$ cat src/rtl/des_arbiter.sv
// des_arbiter: round-robin front end sharing one DES pipeline between two
// requesters, with per-requester credits, a tag FIFO and result buffers.
module des_arbiter #(
  parameter int DEPTH   = 4,
  parameter int LATENCY = 16
) (
  input  logic        i_clk,
  input  logic        i_rst_n,
  input  logic        i_req0_valid,
  input  logic [63:0] i_req0_data,
  input  logic [63:0] i_req0_key,
  output logic        o_req0_ready,
  input  logic        i_req1_valid,
  input  logic [63:0] i_req1_data,
  input  logic [63:0] i_req1_key,
  output logic        o_req1_ready,
  output logic        o_rsp0_valid,
  output logic [63:0] o_rsp0_data,
  input  logic        i_rsp0_ready,
  output logic        o_rsp1_valid,
  output logic [63:0] o_rsp1_data,
  input  logic        i_rsp1_ready,
  output logic [63:0] o_des_cleartext,
  output logic [63:0] o_des_key,
  output logic        o_des_dv,
  input  logic [63:0] i_des_ciphertext,
  input  logic        i_des_dv,
  output logic        o_busy,
  output logic        o_err
);
  localparam int AW  = (DEPTH > 1) ? $clog2(DEPTH) : 1;
  localparam int CW  = AW + 1;
  localparam int TD  = LATENCY + 1;
  localparam int TW  = (TD > 1) ? $clog2(TD) : 1;
  localparam int TCW = $clog2(TD + 1);

  logic          rr;
  logic [1:0]    req_v, rsp_r;
  logic [1:0]    elig, grant, rsp_pop, b_full, buf_wr;
  logic [CW-1:0] credit [2];
  logic [AW-1:0] b_wp [2];
  logic [AW-1:0] b_rp [2];
  logic [CW-1:0] b_cnt [2];
  logic [63:0]   b_mem [2][DEPTH];
  logic          tag_mem [TD];
  logic [TW-1:0] t_wp, t_rp;
  logic [TCW-1:0] t_cnt;
  logic          t_full, t_push, t_pop, t_head, err_set;

  assign req_v = {i_req1_valid, i_req0_valid};
  assign rsp_r = {i_rsp1_ready, i_rsp0_ready};

  always_comb begin
    for (int n = 0; n < 2; n++) begin
      elig[n]    = i_rst_n & req_v[n] & (credit[n] < CW'(DEPTH));
      rsp_pop[n] = (b_cnt[n] != '0) & rsp_r[n];
      b_full[n]  = (b_cnt[n] == CW'(DEPTH));
    end
  end

  assign grant[0] = elig[0] & (~rr | ~elig[1]);
  assign grant[1] = elig[1] & (rr | ~elig[0]);
  assign o_req0_ready = grant[0];
  assign o_req1_ready = grant[1];

  assign t_full = (t_cnt == TCW'(TD));
  assign t_pop  = i_des_dv & (t_cnt != '0);
  assign t_push = (|grant) & (~t_full | t_pop);
  assign t_head = tag_mem[t_rp];

  assign buf_wr[0] = t_pop & ~t_head & (~b_full[0] | rsp_pop[0]);
  assign buf_wr[1] = t_pop & t_head & (~b_full[1] | rsp_pop[1]);

  // Dropped results, orphan pipeline outputs and tag overruns all latch o_err
  assign err_set = (i_des_dv & (t_cnt == '0))
                 | (t_pop & ~t_head & b_full[0] & ~rsp_pop[0])
                 | (t_pop & t_head & b_full[1] & ~rsp_pop[1])
                 | ((|grant) & t_full & ~t_pop);

  always_ff @(posedge i_clk or negedge i_rst_n) begin
    if (!i_rst_n) begin
      rr              <= 1'b0;
      o_des_dv        <= 1'b0;
      o_des_cleartext <= '0;
      o_des_key       <= '0;
      o_err           <= 1'b0;
      t_wp            <= '0;
      t_rp            <= '0;
      t_cnt           <= '0;
      for (int n = 0; n < 2; n++) begin
        credit[n] <= '0;
        b_wp[n]   <= '0;
        b_rp[n]   <= '0;
        b_cnt[n]  <= '0;
      end
    end else begin
      o_des_dv <= |grant;
      if (|grant) begin
        rr              <= grant[0];
        o_des_cleartext <= grant[1] ? i_req1_data : i_req0_data;
        o_des_key       <= grant[1] ? i_req1_key : i_req0_key;
      end
      if (err_set) o_err <= 1'b1;
      if (t_push) t_wp <= (t_wp == TW'(TD - 1)) ? '0 : t_wp + TW'(1);
      if (t_pop) t_rp <= (t_rp == TW'(TD - 1)) ? '0 : t_rp + TW'(1);
      if (t_push && !t_pop) t_cnt <= t_cnt + TCW'(1);
      else if (!t_push && t_pop) t_cnt <= t_cnt - TCW'(1);
      for (int n = 0; n < 2; n++) begin
        if (grant[n] && !rsp_pop[n]) credit[n] <= credit[n] + CW'(1);
        else if (!grant[n] && rsp_pop[n]) credit[n] <= credit[n] - CW'(1);
        if (buf_wr[n]) b_wp[n] <= b_wp[n] + AW'(1);
        if (rsp_pop[n]) b_rp[n] <= b_rp[n] + AW'(1);
        if (buf_wr[n] && !rsp_pop[n]) b_cnt[n] <= b_cnt[n] + CW'(1);
        else if (!buf_wr[n] && rsp_pop[n]) b_cnt[n] <= b_cnt[n] - CW'(1);
      end
    end
  end

  // Storage carries no reset; the counters alone define what is valid
  always_ff @(posedge i_clk) begin
    if (t_push) tag_mem[t_wp] <= grant[1];
    for (int n = 0; n < 2; n++)
      if (buf_wr[n]) b_mem[n][b_wp[n]] <= i_des_ciphertext;
  end

  assign o_rsp0_valid = (b_cnt[0] != '0);
  assign o_rsp1_valid = (b_cnt[1] != '0);
  assign o_rsp0_data  = b_mem[0][b_rp[0]];
  assign o_rsp1_data  = b_mem[1][b_rp[1]];
  assign o_busy = (t_cnt != '0) | o_rsp0_valid | o_rsp1_valid | o_des_dv;

endmodule

$ cat config.mk
export PLATFORM = sky130hd
export DESIGN_NAME = des_arbiter
export DESIGN_NICKNAME = d
export VERILOG_FILES = /design/src/rtl/des_arbiter.sv
export SDC_FILE = /design/constraint.sdc
export NUM_CORES = 1
export LEC_CHECK = 0
export ABC_CLOCK_PERIOD_IN_PS = 6200
export CAP_MARGIN = 25
export CORE_ASPECT_RATIO = 0.5
export CORE_MARGIN = 10
export CORE_UTILIZATION = 54
export DETAILED_ROUTE_END_ITERATION = 10
export PLACE_DENSITY = 0.95
export SLEW_MARGIN = 20
export SYNTH_ARGS = -nofsm -noshare
export SYNTH_HDL_FRONTEND = slang
export SYNTH_SLANG_ARGS = --single-unit
$ cat constraint.sdc
create_clock -name i_clk -period 6.2 [get_ports i_clk]
set_input_delay 1.55 -clock i_clk [delete_from_list [all_inputs] [get_ports i_clk]]
set_output_delay 1.55 -clock i_clk [all_outputs]
set_load 0.01 [all_outputs]
==> impl_results.md <==
- Highest-delay cell along the critical path: clkdlybuf4s50_1
- Worst Setup Slack, final: 1.459 ns
- Pint: 11.51 mW
- Slew headroom: 27.47%
- CP dominant cell by count: clkdlybuf4s50_1
- CTS sink cnt: 695
- Crit path from: i_req1_valid
- Initial core utilization: 54.62%
- Most used flip-flop cell after synthesis: edfxtp_1
- Clk_lat worst skew: 0.64 ns
- Seq/Total Area, Yosys: 75.54%
- Min-delay src: credit[5]$_DFFE_PN0P_
- Simple-Gate Fraction of Synth Area: 1.821%
- Peak per-stage delay on the critical path: 0.57 ns
- Area of the core: 48570 um2
- Power share of the combinational group: 38.4%
- Num ports: 590
- Worst Setup Start Kind: input pin
- Hold bufs inserted after CTS: 0
- Setup violations, final: 0
- Die width: 333.5 um
- Die area: 58930 um2
- Mux contribution to synthesized area: 11.50%
- Nets: 2309
- Pre-antenna DRT Iters: 11
- Hold WC Path Type: register to register
- Num CTS Buffers: 59
- Vias in the first global route: 17530
- Htree depth: 2
- Total negative slack: 0 ns
- Worst-Margin Slew: 1.088 ns
- Drc violations: 12
- Worst-path clk slew: 0.07 ns
- CP arrival: 3.19 ns
- Crit path kind: input pin to output port
- Clock Tree Root: clkbuf_16
- CTS tree: built
- Outcome: complete, but fails checks
- CTS Buffer Depth: 3
- Detail Route Antenna Nets: 0
- Max-slew violations: 0
- Net Sw Power: 5.957 mW
- Avg Inst Size Synth: 19.42 um2
- Family with the most delay on the worst path: buffers and inverters
- Layout cell share with drive strength beyond 1: 12.77%
- EDFF count, synth: 529
- Post-CTS setup buffers: 0
- Setup WS pre-CTS: 1.476 ns
- Via density: 6.414
- CP endpoint kind: output port
- R2R setup slack: 3.01 ns
- Final min period: 4.741 ns
- Post-Syn Area: 26530 um2
- Yosys Warn Count: 0
- Largest family of logic cells by synthesized area: multiplexers
- Vias: 17200
- Commonest non-fill, non-tap cell in the layout: clkdlybuf4s50_1
- Synth Area in Compound Gates: 5.660%
- Leakage: 12.72 nW
- Fraction of registers with async set/reset: 23.88%
- Final Wtd Congestion: 0.9125
- WP data required: 4.65 ns
- DPL Wire Length: 56.98 mm
- Failing checks: design-rule violations
- Final hold vios: 0
- Final wirelength: 92.66 mm
- Antenna violations before repair: 27
- Worst reg2reg path startpoint: t_rp[1]$_DFFE_PN0N_
- Pin count of the biggest net entering global routing: 92
- Total gr overflow: 0
- Post-Synth XOR/XNOR Area: 0.8254%
- Power share of the clock group: 21.1%
- Synth Register Bits: 695
- FP Rows: 57
- PwrDens: 497.2 nW/um2
- Total GRT Usage: 29.00%
- Skew final: 0.04861 ns
- CP cell instances: clkdlybuf4s50_1, nor2b_1, nand2_1, nor2_4, clkdlybuf4s50_1
- Port bufs: 589
- RSZ-0062 raised after global routing: no
- Peak VDD IR: 0.2814 mV
- Cts repair resizes: 0
- First-pass GRT wire length: 125.4 mm
- FMAX: 0.2109 GHz
- Critical Path Fanout Max: 2
- Post-Syn Instances: 1366
- CP bufs+invs: 2
- Sequential Power Share: 40.5%
- Iter 0 DRT Violations: 2684
- Sw Share: 34.11%
- Synth cell types: 46
- Routed length per instance: 34.56 um
- Mapped Nets: 1720
- Die H: 176.7 um
- Area growth syn-to-layout: 32.38%
- Max-cap violation count: 0
- Post-Synth Adder-Cell Area: 1.415%
- Most frequent cells in the layout: 588 x clkdlybuf4s50_1, 529 x edfxtp_1, 162 x dfrtp_1
- Period utilisation layout: 76.46%
- Layout fillers: 2670
power groups by stage:
stage / Combinational, mW / Sequential, mW / Clock, mW
2_1_floorplan: 3.05 / 6.91 / 0
3_3_place_gp: 6.30 / 6.93 / 0
3_5_place_dp: 6.48 / 7.05 / 0
4_1_cts: 6.61 / 7.03 / 3.65
5_1_grt: 6.96 / 7.15 / 3.87
6_report: 6.70 / 7.07 / 3.69
path summary, 6_finish.rpt:
path                                                   endpoint  depth (start not counted)
worst max register to register          b_mem[0][482]$_DFFE_PP_                          6
worst max-delay path                               o_req1_ready                          5
max in group asynchronous       o_des_cleartext[53]$_DFFE_PN0P_                          2
worst min register to register            credit[5]$_DFFE_PN0P_                          1
min in group asynchronous             o_des_key[46]$_DFFE_PN0P_                          1
worst min-delay path                      credit[5]$_DFFE_PN0P_                          1
area by class of cell:
| type | instances | area [um2] | area share (%) |
|---|---|---|---|
| antenna | 28 | 70.07 | 0.1995 |
| tap | 649 | 812.0 | 2.312 |
| timing repair buffer | 607 | 6142 | 17.49 |
| clock buffer | 74 | 1543 | 4.393 |
| multi-input combinational | 447 | 5678 | 16.17 |
| clock inverter | 36 | 280.3 | 0.7981 |
| inverter | 145 | 544.3 | 1.550 |
| sequential | 695 | 20050 | 57.09 |
logic make-up after synthesis:
group | after synthesis
flip-flops | 695
multiplexers | 141
XOR/XNOR | 25
AO/OA/AOI/OAI | 160
AND/OR/NAND/NOR | 94
buffers and inverters | 224
adder cells (fa/ha/maj) | 27
per-stage QoR:
step	power [mW]	instances	util (%)	hold WS (ns)	instance area [um2]
2_1_floorplan	9.953	1366	-	0.4332	26530
3_3_place_gp	13.23	2539	68.20	0.4564	33120
3_5_place_dp	13.53	2539	68.20	0.4563	33120
4_1_cts	17.28	2649	71.95	0.4650	34950
5_1_grt	17.97	2680	72.30	0.4869	35120
6_report	17.46	2681	72.31	0.4654	35120
cells in the mapped netlist (3+ instances only):
cell,instances,area [um2]
a21o_1,6,45.04
nor2_1,29,108.9
nand2_1,20,75.07
o21ai_0,9,45.04
a21oi_1,4,20.02
dfrtp_1,166,4154
a31oi_1,3,18.77
inv_1,145,544.3
buf_1,15,56.30
mux2i_1,3,30.03
nand3_1,9,45.04
xor2_1,10,87.58
mux2_2,6,67.56
fa_1,5,100.1
clkbuf_1,55,206.5
nor3_1,5,25.02
xnor2_1,15,131.4
or3_1,5,31.28
edfxtp_1,529,15890
mux4_2,130,2928
ha_1,22,275.3
and2_1,9,56.30
buf_2,8,40.04
nor2b_1,3,18.77
a222oi_1,128,1281
metal layers:
layer  track usage (%)  routed length [um]  vias up  share of wire (%)
met4             21.24                7897        4                8.5
li1                  -                   -     6718                  -
met1             31.01               28360     8702                 31
met3             7.125                8837      352                9.5
met2             50.40               47540     1421                 51
met5                 0                  30        -              0.032
state kept, by name, indices dropped and copies added (netlist names):
register	flops
rr	1
o_des_dv	1
t_rp	5
o_err	1
b_cnt	6
t_cnt	5
tag_mem	17
t_wp	5
b_mem	512
b_rp	4
credit	6
o_des_cleartext	64
b_wp	4
o_des_key	64
Power figures use the tool's default switching activity.
